**config.mk**
```make
export PLATFORM = sky130hd
export DESIGN_NAME = mul_div_unit
export DESIGN_NICKNAME = d
export VERILOG_FILES = /design/src/rtl/mul_div_unit.sv
export SDC_FILE = /design/constraint.sdc
export NUM_CORES = 1
export LEC_CHECK = 0
export BUFFER_PORTS_ARGS = -buffer_cell sky130_fd_sc_hd__buf_2
export CORE_UTILIZATION = 32
export DETAILED_ROUTE_END_ITERATION = 10
export PLACE_DENSITY = 0.58
export SYNTH_ARGS = -nofsm -noshare
export SYNTH_HDL_FRONTEND = slang
export SYNTH_SLANG_ARGS = --single-unit
```
**constraint.sdc**
```tcl
create_clock -name iCLK -period 6 [get_ports iCLK]
set_clock_uncertainty 0.2 [all_clocks]
set_input_delay 0.6 -clock iCLK [delete_from_list [all_inputs] [get_ports iCLK]]
set_output_delay 0.6 -clock iCLK [all_outputs]
set_load 0.005 [all_outputs]
```
**src/rtl/mul_div_unit.sv**
```systemverilog
// mul_div_unit: fixed 32-cycle radix-2 multiply/divide unit (MUL/MULH/MULHSU/MULHU/DIV/DIVU/REM/REMU); ports iCLK, iRST, iStart, iFunct3, iA, iB -> oResult, oZero, oBusy, oDone
module mul_div_unit #(
  parameter int XLEN = 32
) (
  input  logic            iCLK,
  input  logic            iRST,
  input  logic            iStart,
  input  logic [2:0]      iFunct3,
  input  logic [XLEN-1:0] iA,
  input  logic [XLEN-1:0] iB,
  output logic [XLEN-1:0] oResult,
  output logic            oZero,
  output logic            oBusy,
  output logic            oDone
);
  typedef enum logic [1:0] {IDLE, CALC, DONE} state_t;
  state_t state;
  logic [4:0] cnt;
  logic [2:0] f3;
  logic [31:0] m, ma_in, mb_in, q, r, res;
  logic [63:0] p, p_nx, prod;
  logic [32:0] sum, sh, dif;
  logic neg_q, neg_r, bz, sa_in, sb_in;
  assign sa_in = iA[31] & (iFunct3 == 3'b001 || iFunct3 == 3'b010 || iFunct3 == 3'b100 || iFunct3 == 3'b110);
  assign sb_in = iB[31] & (iFunct3 == 3'b001 || iFunct3 == 3'b100 || iFunct3 == 3'b110);
  assign ma_in = sa_in ? -iA : iA;
  assign mb_in = sb_in ? -iB : iB;
  // Multiply: shift-add of magnitudes, product accumulates in p[63:32] while the multiplier shifts out of p[31:0].
  // Divide: restoring division, remainder in p[63:32], dividend shifts out / quotient shifts in at p[31:0].
  assign sum = {1'b0, p[63:32]} + {1'b0, p[0] ? m : 32'd0};
  assign sh = {p[63:32], p[31]};
  assign dif = sh - {1'b0, m};
  assign p_nx = f3[2] ? (dif[32] ? {sh[31:0], p[30:0], 1'b0} : {dif[31:0], p[30:0], 1'b1})
                      : {sum, p[31:1]};
  assign prod = neg_q ? -p_nx : p_nx;
  assign q = neg_q ? -p_nx[31:0] : p_nx[31:0];
  assign r = neg_r ? -p_nx[63:32] : p_nx[63:32];
  // A zero divisor naturally leaves remainder = |dividend|; only the signed quotient needs forcing to all ones.
  assign res = f3[2] ? (f3[1] ? r : (bz ? 32'hFFFF_FFFF : q))
                     : (f3[1:0] == 2'b00 ? prod[31:0] : prod[63:32]);
  assign oZero = oResult == '0;
  assign oBusy = state == CALC;
  assign oDone = state == DONE;
  always_ff @(posedge iCLK) begin
    if (iRST) begin
      state <= IDLE;
      cnt <= '0;
      oResult <= '0;
      f3 <= '0;
      m <= '0;
      p <= '0;
      neg_q <= 1'b0;
      neg_r <= 1'b0;
      bz <= 1'b0;
    end else if (state != CALC && iStart) begin
      state <= CALC;
      cnt <= '0;
      f3 <= iFunct3;
      m <= iFunct3[2] ? mb_in : ma_in;
      p <= {32'd0, iFunct3[2] ? ma_in : mb_in};
      neg_q <= sa_in ^ sb_in;
      neg_r <= sa_in;
      bz <= iB == '0;
    end else if (state == CALC) begin
      p <= p_nx;
      cnt <= cnt + 5'd1;
      if (cnt == 5'd31) begin
        state <= DONE;
        oResult <= res;
      end
    end else begin
      state <= IDLE;
    end
  end
endmodule

```
==> Implementation_results.wiki <==
{| class="wikitable"
! Metric !! Value
|-
| Remaining max-slew budget at the tightest pin || 0.120
|-
| Flop and latch count out of synthesis || 141
|-
| Number of clock buffers inserted by TritonCTS || 17
|-
| Max_cap viols || 0
|-
| PD cells || 228 nW/um^2
|-
| Number of iterations in the first detailed-routing pass || 8
|-
| Count of warnings emitted by yosys || 0
|-
| Overall fraction of global-route tracks in use || 0.281
|-
| Clk sink count || 141
|-
| Number of non-filler instances in the completed layout || 3043
|-
| Hold violation count in the final report || 0
|-
| Result of the run || finished, final reports clean
|-
| IR Drop Worst-Case VDD || 0.122 mV
|-
| Final slew viol count || 0
|-
| Starting density of the core || 0.326
|-
| Clock-pin slew on the worst setup and hold paths || 0.06 ns
|-
| Top Ports || 105
|-
| Peak fanout along the critical path || 25
|-
| Syn Nets || 2463
|-
| Setup-violating endpoint count in the final report || 0
|-
| Vias after detailed routing || 18400
|-
| Number of cells traversed by the worst hold path || 3
|-
| Clock latency of the later-clocked register in the worst-skew pair || 0.45 ns
|-
| Startpoint type of the worst setup path || register
|-
| Die H || 226 um
|-
| Number of nets with antenna violations after detailed routing || 0
|-
| Total of buffers placed on input and output ports || 104
|-
| Filler instances || 5258
|-
| Area occupied by multi-input gates || 12300 sq um
|-
| Avg Cell Area, Syn || 6.90 sq um
|-
| Fraction of layout instances using a drive strength above 1 || 0.111
|-
| Final HPWL from detailed placement || 57100 um
|-
| Die Wd || 226 um
|-
| Cell area after synthesis || 16000 sq um
|-
| Post_cts resized || 0
|-
| Sequential-to-total area share from yosys stat || 0.176
|-
| Flip-flop and latch area || 2830 sq um
|-
| CTS root buffer || clkbuf_16
|-
| Fraction of synthesis flops using an asynchronous set or reset pin || 0
|-
| Leakage || 6.88 nW
|-
| Cell count of the worst reg-to-reg path || 17
|-
| Wire length per cell after detailed routing || 23.8 um
|-
| Unrepaired setup endpoints after global routing || false
|-
| Largest net degree at the start of global routing || 109
|-
| Final hold slack || 0.271 ns
|-
| Maximum buffer depth of the clock tree || 2
|-
| Max Clock Freq || 177 MHz
|-
| Element type at the critical path end || register
|-
| Cts-stage hold buffer count || 0
|-
| H-Tree Level Count || 4
|-
| Placeable core region || 49200 sq um
|-
| Slew of the pin with the lowest slew margin || 1.32 ns
|-
| Net count of the finished layout || 2508
|-
| Setup TNS || 0 ns
|-
| Final RePlAce weighted congestion || 1.03
|-
| Vias in the first global route || 17000
|-
| Total placed cells including tap cells || 3011
|-
| Critical path class || reg -> reg
|-
| Full die area || 50900 sq um
|-
| Detailed-route vias per instance || 6.05
|-
| Number of distinct library cells after synthesis || 89
|-
| Post-CTS setup buffers || 0
|-
| Number of standard cells after synthesis || 2321
|-
| Final period utilization || 0.940
|-
| Standard-cell rows || 81
|-
| Primary flip-flop cell chosen by synthesis mapping || dfxtp_1
|-
| TritonCTS clock tree || built
|-
| Antenna cells || 0
|-
| Critical Path RT || 6.17 ns
|-
| Worst Path Arrival || 5.81 ns
|-
| Starting DRC count in detailed routing || 1914
|-
| Final Core Density || 0.366
|-
| Wire length of the first global-routing pass || 108000 um
|-
| Global route total overflow || 0
|-
| Final critical path time including I/O delays and setup || 5.64 ns
|-
| P&R area growth vs syn || 12.3%
|-
| Total Routed Length || 72500 um
|-
| EDFF count, synth || 0
|-
| Worst hold path type || in -> reg
|-
| Number of antenna violations at the first check in global routing || 1
|-
| DRC violation count after routing || 0
|}
-- placed cells by master, fill, tap and decap left out, types with 64 or more instances in the layout --
cell      Yosys  routed
buf_4         2      68
dfxtp_1     141     139
a21oi_1     204     204
inv_1        76      75
nor3_1       64      64
xor2_1       74      74
o21ai_0     172     172
nor2_1      226     226
xnor2_1      92      92
buf_2        13     103
nand2_1     309     309
a211oi_1     74      73
ha_1         70      70
-- layer usage --
metal,global-route usage,vias up,share of wire,wire length (um)
li1,-,8603,-,-
met1,0.373,8798,0.43,31400
met2,0.446,848,0.44,32100
met3,0.0475,152,0.077,5590
met4,0.125,0,0.047,3400
met5,0,-,0,0
-- cell usage after synthesis (32+ instances only) --
cell,number,area (sq um)
nand2_1,309,1160
nor2_1,226,848
a21oi_1,204,1020
o21ai_0,172,861
dfxtp_1,141,2820
clkbuf_1,110,413
xnor2_1,92,806
inv_1,76,285
a211oi_1,74,556
xor2_1,74,648
ha_1,70,876
nor3_1,64,320
o211ai_1,59,443
mux2i_1,54,541
and2_1,41,257
nand4_1,38,238
nand3_1,32,160
nor2b_1,32,200
-- registers in the layout (all words and copies together) (netlist names) --
signal and cells:
bz 1, neg_q 1, cnt 5, state 2, p 64, m 32, f3 3, oResult 32
neg_r 1
-- metrics by stage --
stage	worst slack (ns)	instance area, sq um	total power [mW]
final	0.358	18000	4.10
after global routing	0.0580	18000	4.28
after CTS	0.465	18000	4.06
after detailed placement	0.481	17300	2.81
after global placement	0.540	17300	2.81
after floorplan	1.15	16000	2.18
-- cell type report --
cell class,count,area share
multi-input combinational,1959,0.686
sequential,141,0.157
timing repair buffer,171,0.0570
tap,664,0.0462
clock buffer,18,0.0244
inverter,76,0.0159
clock inverter,14,0.0128
-- where the power goes --
part           leakage [nW]  switching, mW  internal (mW)  total (mW)
Combinational          5.40           1.21          0.579        1.79
Clock                 0.329          0.486          0.760        1.25
Sequential             1.15         0.0784          0.985        1.06
-- worst max-delay path, cell delays in order (launching register included) --
cell       delay (ns)
dfxtp_1          0.34
inv_1            0.08
ha_1             0.17
inv_1            0.06
fa_1             0.45
a211oi_2         0.32
nor3_2           0.13
o21ai_0          0.35
a21boi_1         0.21
o211ai_4         0.74
a2111oi_0        0.22
o32ai_1          1.15
nor4_2           0.05
buf_4            0.22
or3_1            0.32
a31oi_1          0.26
nor2_1           0.08
o211ai_1         0.20
-- cell families after synthesis --
logic type | count (synthesis) | share of synthesized area
buf+inv | 221 | 0.0538
flops | 141 | 0.176
fa+ha+maj | 72 | 0.0572
compound gates | 771 | 0.317
xor+xnor | 166 | 0.0908
mux | 68 | 0.0436
simple gates | 882 | 0.261
-- final timing paths --
kind / startpoint / endpoint / slack, ns
worst max register to register: p[31] / oResult[14] / 0.36
worst min register to register: cnt[4] / cnt[4] / 0.27
worst min-delay path: iFunct3[0] / f3[0] / 0.27
worst max-delay path: p[31] / oResult[14] / 0.36
Power figures use the tool's default switching activity.
